## config.mk

```make
export PLATFORM = sky130hd
export DESIGN_NAME = fpmul_seq_core
export DESIGN_NICKNAME = d
export VERILOG_FILES = /design/src/rtl/fpmul_seq_core.sv
export SDC_FILE = /design/constraint.sdc
export NUM_CORES = 1
export LEC_CHECK = 0
export CAP_MARGIN = 15
export CORE_UTILIZATION = 36
export CTS_BUF_LIST = sky130_fd_sc_hd__clkbuf_4
export DETAILED_ROUTE_END_ITERATION = 7
export PLACE_DENSITY = 0.6
export SLEW_MARGIN = 20
export SYNTH_ARGS = -nofsm -noshare
export SYNTH_HDL_FRONTEND = slang
export SYNTH_SLANG_ARGS = --single-unit
```

## constraint.sdc

```tcl
create_clock -name clk -period 8.4 [get_ports clk]
set_input_delay 1.68 -clock clk [delete_from_list [all_inputs] [get_ports clk]]
set_output_delay 1.68 -clock clk [all_outputs]
set_load 0.05 [all_outputs]
```

## src/rtl/fpmul_seq_core.sv

```systemverilog
// Sequential IEEE-754 single-precision multiplier: capture, shift-add MUL, NORM, DONE.
// Optional build macro FPMUL_RNE_EN selects round-to-nearest-even; otherwise truncation.
module fpmul_seq_core #(
  parameter int BITS_PER_CYCLE = 1
) (
  input  logic        clk,
  input  logic        reset,
  input  logic        in_valid,
  output logic        in_ready,
  input  logic [31:0] a,
  input  logic [31:0] b,
  output logic        out_valid,
  input  logic        out_ready,
  output logic [31:0] result,
  output logic [2:0]  out_flags,
  output logic [1:0]  dbg_state_o
);

  // Handshake: a transfer happens on a rising edge where valid && ready are both high.
  // Operands transfer only in IDLE; the result is offered in DONE and held until taken.

  localparam int         N    = 24 / BITS_PER_CYCLE;
  localparam logic [4:0] LAST = 5'(N - 1);

  typedef enum logic [1:0] {
    S_IDLE = 2'd0,
    S_MUL  = 2'd1,
    S_NORM = 2'd2,
    S_DONE = 2'd3
  } state_t;

  state_t             state_q, state_d;
  logic               sign_q, sign_d;
  logic signed [9:0]  exp_q, exp_d;
  logic [47:0]        mcand_q, mcand_d;
  logic [23:0]        mplier_q, mplier_d;
  logic [47:0]        acc_q, acc_d;
  logic [4:0]         cnt_q, cnt_d;
  logic               special_q, special_d;
  logic [31:0]        spec_res_q, spec_res_d;
  logic [2:0]         spec_flags_q, spec_flags_d;
  logic [31:0]        result_q, result_d;
  logic [2:0]         flags_q, flags_d;

  // Operand unpack and special-case classification at capture time.
  logic [7:0]  ea, eb;
  logic [22:0] fa, fb;
  logic        a_nan, b_nan, a_inf, b_inf, a_zero, b_zero;
  logic        cap_sign;
  logic signed [9:0] cap_exp;
  logic        cap_special;
  logic [31:0] cap_res;
  logic [2:0]  cap_flags;

  always_comb begin
    ea       = a[30:23];
    eb       = b[30:23];
    fa       = a[22:0];
    fb       = b[22:0];
    a_nan    = (&ea) && (|fa);
    b_nan    = (&eb) && (|fb);
    a_inf    = (&ea) && !(|fa);
    b_inf    = (&eb) && !(|fb);
    a_zero   = !(|ea);
    b_zero   = !(|eb);
    cap_sign = a[31] ^ b[31];
    cap_exp  = $signed({2'b00, ea}) + $signed({2'b00, eb}) - 10'sd127;

    cap_special = 1'b1;
    cap_res     = 32'd0;
    cap_flags   = 3'b000;
    if (a_nan || b_nan || (a_inf && b_zero) || (b_inf && a_zero)) begin
      cap_res   = 32'h7FC0_0000;
      cap_flags = 3'b100;
    end else if (a_inf || b_inf) begin
      cap_res = {cap_sign, 8'hFF, 23'd0};
    end else if (a_zero || b_zero) begin
      cap_res = {cap_sign, 31'd0};
    end else begin
      cap_special = 1'b0;
    end
  end

  // Partial products for the multiplier bits retired this cycle.
  logic [47:0] pp_sum;
  always_comb begin
    pp_sum = 48'd0;
    for (int j = 0; j < BITS_PER_CYCLE; j++) begin
      if (mplier_q[j]) pp_sum = pp_sum + (mcand_q << j);
    end
  end

  // Normalise, round and range-check the accumulated product.
  logic [22:0]       mant_n;
  logic              guard, sticky, round_inc;
  logic signed [9:0] exp_n, exp_r;
  logic [23:0]       mant_sum;
  logic [31:0]       norm_res;
  logic [2:0]        norm_flags;

  always_comb begin
    if (acc_q[47]) begin
      mant_n = acc_q[46:24];
      guard  = acc_q[23];
      sticky = |acc_q[22:0];
      exp_n  = exp_q + 10'sd1;
    end else begin
      mant_n = acc_q[45:23];
      guard  = acc_q[22];
      sticky = |acc_q[21:0];
      exp_n  = exp_q;
    end
`ifdef FPMUL_RNE_EN
    round_inc = guard && (sticky || mant_n[0]);
`else
    round_inc = 1'b0;
`endif
    mant_sum = {1'b0, mant_n} + {23'd0, round_inc};
    exp_r    = mant_sum[23] ? (exp_n + 10'sd1) : exp_n;

    if (exp_r >= 10'sd255) begin
      norm_res   = {sign_q, 8'hFF, 23'd0};
      norm_flags = 3'b010;
    end else if (exp_r <= 10'sd0) begin
      norm_res   = {sign_q, 31'd0};
      norm_flags = 3'b001;
    end else begin
      norm_res   = {sign_q, exp_r[7:0], mant_sum[22:0]};
      norm_flags = 3'b000;
    end
  end

`ifndef FPMUL_RNE_EN
  logic round_unused;
  assign round_unused = guard ^ sticky;
`endif

  // Next-state and datapath update.
  always_comb begin
    state_d      = state_q;
    sign_d       = sign_q;
    exp_d        = exp_q;
    mcand_d      = mcand_q;
    mplier_d     = mplier_q;
    acc_d        = acc_q;
    cnt_d        = cnt_q;
    special_d    = special_q;
    spec_res_d   = spec_res_q;
    spec_flags_d = spec_flags_q;
    result_d     = result_q;
    flags_d      = flags_q;

    unique case (state_q)
      S_IDLE: begin
        if (in_valid) begin
          sign_d       = cap_sign;
          exp_d        = cap_exp;
          mcand_d      = {24'd0, 1'b1, fa};
          mplier_d     = {1'b1, fb};
          acc_d        = 48'd0;
          cnt_d        = 5'd0;
          special_d    = cap_special;
          spec_res_d   = cap_res;
          spec_flags_d = cap_flags;
          state_d      = S_MUL;
        end
      end
      S_MUL: begin
        acc_d    = acc_q + pp_sum;
        mcand_d  = mcand_q << BITS_PER_CYCLE;
        mplier_d = mplier_q >> BITS_PER_CYCLE;
        cnt_d    = cnt_q + 5'd1;
        if (cnt_q == LAST) state_d = S_NORM;
      end
      S_NORM: begin
        result_d = special_q ? spec_res_q : norm_res;
        flags_d  = special_q ? spec_flags_q : norm_flags;
        state_d  = S_DONE;
      end
      S_DONE: begin
        if (out_ready) state_d = S_IDLE;
      end
      default: state_d = S_IDLE;
    endcase
  end

  always_ff @(posedge clk or negedge reset) begin
    if (!reset) begin
      state_q      <= S_IDLE;
      sign_q       <= 1'b0;
      exp_q        <= 10'sd0;
      mcand_q      <= 48'd0;
      mplier_q     <= 24'd0;
      acc_q        <= 48'd0;
      cnt_q        <= 5'd0;
      special_q    <= 1'b0;
      spec_res_q   <= 32'd0;
      spec_flags_q <= 3'b000;
      result_q     <= 32'd0;
      flags_q      <= 3'b000;
    end else begin
      state_q      <= state_d;
      sign_q       <= sign_d;
      exp_q        <= exp_d;
      mcand_q      <= mcand_d;
      mplier_q     <= mplier_d;
      acc_q        <= acc_d;
      cnt_q        <= cnt_d;
      special_q    <= special_d;
      spec_res_q   <= spec_res_d;
      spec_flags_q <= spec_flags_d;
      result_q     <= result_d;
      flags_q      <= flags_d;
    end
  end

  assign in_ready    = (state_q == S_IDLE);
  assign out_valid   = (state_q == S_DONE);
  assign result      = result_q;
  assign out_flags   = flags_q;
  assign dbg_state_o = state_q;

endmodule

```

==> out/metrics.cfg, run 1 <==
[status]
status=complete, no violations

[synth]
synth_top_area_share_pct=39.5
yosysTopAreaCell=dfrtp_1
ys_warn_count=0
synthCells=1244
synth_seq_cells=177
seq_area_frac_synth_pct=39.5
syn_nets=1382
synth_area_leaders=dfrtp_1, ha_1, nand2_1
ys.flop_type=dfrtp_1
synth_cell_types=74
syn_area_per_cell_sq_um=9.02
synth_edf_count=0
synth_area_sq_mm=0.0112
async_flop_share_pct=100

[global_routing]
antenna_found_initial=1
grt_pass1_wl_mm=42.7
overflow=0
grt_max_degree=101
gr-usage-all-layers_pct=16.5
grt_pass1_vias=8487

[pwr]
power_frac_seq_pct=37.3
intPower_mw=1.98
power_mw=3.62
p_per_area_mw_per_mm2=282
ir_drop_uv=157
combPwrFrac_pct=48.1
p_switching_mw=1.64
p_leak_nw=5.71
p_sw_share_pct=45.3
power.share.clock_pct=14.5

[sta]
setup_viol=0
max_freq_ghz=0.251
fin_worst_skew_ns=0.0209
period_share_pct=47.4
maxSlewHeadroom_pct=37.0
slew_viol_final=0
setup_tns_ns=0
grt_setup_unrepaired=false
fin_hold_ws_ns=0.497
hold_viol=0
tightestPinTransition_ns=0.944
period_needed_ns=3.98

[floorplanning]
die_h_um=179
fp-row-count=64
initial_utilization_pct=36.7
io_pins=107
core_sq_mm=0.0306
dieArea_sq_mm=0.0319
die_x_um=179

[place]
place.gp.congestion=0.856
dp.cells=1678
hpwlAfterDp_mm=18.4
portBuffers=106

[cts]
cts_max_level=4
cts_setup_buffers=0
cts_tree=yes
max-clock-path-buffers=2
cts-buffers-inserted=17
cts_root_buf=clkbuf_4
cts_resized=0
ctsHoldBuffers=0
clkSlewWorstSetupHoldPaths_ns=0.15
clock_sinks=177
clock_latency_ns=0.58

[detailed_routing]
dr.pass1.iters=5
drt-total-wl_mm=25.1
wl_per_cell_um=14.7
ant_nets=0
vias_per_cell=5.19
drc=0
vias=8883
drt-initial-drc-count=463

[final_layout]
drive_gt1_share_pct=6.17
final_cell_count_no_fill=1710
mostFrequentLayoutCells=nand2_1, dfrtp_1, o21ai_0
synthToLayoutAreaGrowth_pct=14.3
n_fill_cell=3068
nNetsFinal=1439
final_common_cell=nand2_1

[worst_setup_path]
setup.worst_path.start_class=flop
worstSetupPathType=flop to primary output
setup.worst_path.end_class=primary output
path_max_fanout=7
cp.required_ns=6.72
arrival_ns=2.30

[flow_run]
cap_violations=0

[min_path]
hold_path.class=flop to flop

==> routing by layer <==
metal	track usage [%]	share of wire [%]	up-vias
met5	0	0	-
li1	-	-	4539
met1	24.4	52	4163
met3	2.22	3.4	19
met2	25.0	44	162
met4	3.85	1.0	0
==> sequential cells by signal, indices dropped and copies added (netlist names) <==
name         cells
cnt_q            5
mplier_q        24
spec_res_q       3
acc_q           48
mcand_q         48
exp_q           10
special_q        1
sign_q           1
out_flags        3
result          32
dbg_state_o      2
==> Yosys cell counts (8+ instances only) <==
cell type    n
buf_1        8
xnor2_1     34
a21o_1      38
nand4_1     18
mux2i_1     51
inv_1       44
o21ai_1      9
o21ai_0    130
buf_2       15
a31oi_1     17
nor4_1      17
nand3_1     15
and2_1      52
dfrtp_1    177
a22o_1      29
nand2_1    192
a21oi_1     57
clkbuf_1    46
nor3_1      14
o22ai_1     23
nor2_1      40
xor2_1      26
ha_1        68
mux2_2      24
==> path summary, 6_finish.rpt <==
| check | from | end | slack [ns] | depth (start not counted) |
|---|---|---|---|---|
| max | dbg_state_o[0]$_DFFE_PN0P_ | in_ready | 4.42 | 3 |
| min | mplier_q[6]$_DFFE_PN0P_ | mplier_q[6]$_DFFE_PN0P_ | 0.50 | 2 |
| max reg2reg | mplier_q[0]$_DFFE_PN0P_ | acc_q[44]$_DFFE_PN0P_ | 4.45 | 13 |
| min reg2reg | mplier_q[6]$_DFFE_PN0P_ | mplier_q[6]$_DFFE_PN0P_ | 0.50 | 2 |
| max in group asynchronous | reset | acc_q[12]$_DFFE_PN0P_ | 5.99 | 2 |
| min in group asynchronous | reset | result[28]$_DFFE_PN0P_ | 1.19 | 1 |
==> final cells by class <==
class / count / area [sq um] / area share, %
multi-input cells: 947 / 6300 / 49.1
flip-flops and latches: 177 / 4430 / 34.5
repair buffers: 114 / 1130 / 8.78
well taps: 396 / 495 / 3.86
clock inverters: 14 / 176 / 1.38
inverters: 44 / 165 / 1.29
clock buffers: 17 / 128 / 0.995
diodes: 1 / 2.50 / 0.0195
==> logic make-up (layout without fill, tap and decap cells) <==
group / Yosys count / in the layout / synth area share [%]
flip-flops: 177 / 177 / 39.5
AO/OA/AOI/OAI: 354 / 354 / 20.1
buffers and inverters: 120 / 189 / 4.46
XOR/XNOR: 60 / 60 / 4.68
adder cells (fa/ha/maj): 70 / 70 / 7.94
AND/OR/NAND/NOR: 388 / 388 / 16.4
other: 0 / 1 / 0
multiplexers: 75 / 75 / 6.96
==> worst max-delay path, cell delays in order, from the launching register on <==
cell             delay, ns
dfrtp_1               0.46
inv_1                 0.12
ha_1                  0.31
clkdlybuf4s50_1       0.85
==> metrics by stage <==
step | utilization [%] | worst slack [ns] | cell area, sq um
5_1_grt | 41.9 | 4.11 | 12800
6_report | 41.9 | 4.42 | 12800
2_1_floorplan | - | 4.79 | 11200
3_3_place_gp | 40.9 | 3.84 | 12500
3_5_place_dp | 40.9 | 3.80 | 12500
4_1_cts | 41.9 | 4.39 | 12800
==> power groups by stage <==
stage	registers [mW]	logic, mW	clock network, mW
finish	1.35	1.74	0.527
global route	1.40	1.96	0.574
CTS	1.36	1.76	0.545
detailed placement	1.37	1.76	0
global placement	1.36	1.73	0
floorplan	1.43	1.24	0
No activity file was read; power rests on OpenSTA's default activity.
==> run 2: changes to the inputs <==
- clock period: 8.4 -> 3.86 ns (I/O delays scaled with it)
==> out/metrics.cfg, run 2 (same netlist as run 1, synthesis figures left out) <==
[worst_setup_path]
timing.reg2reg.worst_path_depth=12  ; -1
cp_cell_sequence=buf_4 -> buf_4 -> and2_1 -> ha_1 -> nand4_1 -> or3_1 -> a31o_1 -> a211oi_4 -> o211ai_2 -> a31oi_1 -> o21ai_0 -> a32o_1
slowest_delay_ns=0.56  ; -0.29 ns
setup.worst_path.start_class=flop
cp_slowest_cell=dfrtp_2
critPathLaunch=mplier_q[0]$_DFFE_PN0P_
arrival_ns=3.94  ; +1.64 ns
path_depth=12  ; +9
cp.required_ns=4.32  ; -2.40 ns
path_max_fanout=24  ; +17
worstReg2RegStart=mplier_q[0]$_DFFE_PN0P_
crit_family=compound AO/OA/AOI/OAI gates
worstSetupPathType=flop to flop
crit_end=acc_q[45]$_DFFE_PN0P_
setup.worst_path.end_class=flop
worst_path_most_repeated_cell=buf_4
r2r_slack_ns=0.38  ; -4.07 ns
cp_num_buf_inv=2  ; unchanged
r2r_end=acc_q[45]$_DFFE_PN0P_

[place]
dp.cells=1687  ; +0.54%
place.gp.congestion=0.922  ; +7.8%
portBuffers=106  ; unchanged
placed_cell_area_sq_mm=0.0126  ; +0.86%
hpwlAfterDp_mm=19.1  ; +4.2%

[detailed_routing]
wl_per_cell_um=14.9  ; +1.7%
vias=9000  ; +1.3%
drc=0  ; unchanged
dr.pass1.iters=5  ; unchanged
vias_per_cell=5.24  ; +0.79%
ant_nets=0  ; unchanged
drt-total-wl_mm=25.7  ; +2.2%
drt-initial-drc-count=671  ; +45%

[final_layout]
synthToLayoutAreaGrowth_pct=14.6
regArea_sq_mm=0.00443  ; about the same
final_cell_count_no_fill=1719  ; +0.53%
final_common_cell=nand2_1
multi_input_area_sq_mm=0.00630  ; about the same
drive_gt1_share_pct=6.96  ; +0.79 points
final_util_pct=42.0  ; +0.12 points
final_area_sq_mm=0.0129  ; +0.28%
mostFrequentLayoutCells=nand2_1, dfrtp_1, o21ai_0
nNetsFinal=1448  ; +0.63%
n_fill_cell=3080  ; +0.39%

[min_path]
hold_path.class=input pin to async pin

[cts]
cts_max_level=4  ; unchanged
clkSlewWorstSetupHoldPaths_ns=0.16  ; about the same
max-clock-path-buffers=2  ; unchanged
clock_sinks=177  ; unchanged
clock_latency_ns=0.57  ; about the same
cts_root_buf=clkbuf_4
cts-buffers-inserted=17  ; unchanged
cts_tree=yes
cts_setup_buffers=0  ; unchanged

[global_routing]
grt_max_degree=87  ; -14%
antenna_found_initial=1  ; unchanged
overflow=0  ; unchanged
grt_pass1_wl_mm=43.5  ; +1.9%
grt_pass1_vias=8530  ; +0.51%
gr-usage-all-layers_pct=16.8  ; +0.34 points

[floorplanning]
core_sq_mm=0.0306  ; unchanged
die_x_um=179  ; unchanged
initial_utilization_pct=36.7  ; unchanged
die_h_um=179  ; unchanged
io_pins=107  ; unchanged
dieArea_sq_mm=0.0319  ; unchanged
fp-row-count=64  ; unchanged

[sta]
max_freq_ghz=0.287
setup_tns_ns=0  ; unchanged
setup_viol=0  ; unchanged
fin_worst_skew_ns=0.0291  ; +0.00814 ns
tightestPinTransition_ns=0.849  ; -0.0959 ns
slew_viol_final=0  ; unchanged
period_needed_ns=3.48
grt_setup_unrepaired=false
maxSlewHeadroom_pct=43.2  ; +6.2 points
period_share_pct=90.3
hold_viol=0  ; unchanged

[pwr]
ir_drop_uv=328  ; +110%
power_mw=7.82  ; +120%
p_per_area_mw_per_mm2=608  ; +120%
p_leak_nw=5.72  ; +0.24%

[status]
status=complete, no violations

[flow_run]
cap_violations=0  ; unchanged

==> run 2: what timing repair did <==
item	CTS	global route
hold endpoints to repair	0	0
hold buffers	0	0
endpoints found under the setup margin	0	5
resized for setup	0	1
==> run 2: where the power goes <==
part | switching [mW] | leakage, nW | internal [mW]
Clock | 0.698 | 0.121 | 0.261
Combinational | 2.42 | 3.28 | 1.50
Sequential | 0.503 | 2.32 | 2.44
==> run 2: final cells by class <==
class                   instances  area share (%)
clock inverters                14           0.837
repair buffers                123            9.54
clock buffers                  17           0.992
flip-flops and latches        177            34.4
diodes                          1          0.0195
well taps                     396            3.85
inverters                      44            1.28
multi-input cells             947            49.0
==> run 2: metrics by stage <==
stage / hold WS (ns) / worst slack, ns
after detailed placement: 0.470 / 0.258
after global routing: 0.275 / 0.0929
after CTS: 0.248 / 0.224
after floorplan: 0.448 / 0.708
final: 0.247 / 0.375
after global placement: 0.460 / 0.310
==> run 2: worst min-delay path by stage <==
stage                     cells past startpoint  slack, ns                          to
final                                         1       0.25      result[28]$_DFFE_PN0P_
after global placement                        2       0.46    mplier_q[13]$_DFFE_PN0P_
after detailed placement                      2       0.47     mplier_q[7]$_DFFE_PN0P_
after floorplan                               2       0.45  spec_res_q[31]$_DFFE_PN0P_
after CTS                                     1       0.25      result[28]$_DFFE_PN0P_
after global routing                          1       0.27       acc_q[33]$_DFFE_PN0P_
==> run 2: routing by layer <==
layer / part of all wire (%) / wire length (um) / vias up / GRT usage [%]
met5: 0 / 0 / - / 0
met4: 0.91 / 234 / 0 / 3.64
met3: 3.3 / 835 / 14 / 2.22
met2: 44 / 11300 / 170 / 25.3
met1: 52 / 13200 / 4245 / 25.3
li1: - / - / 4571 / -
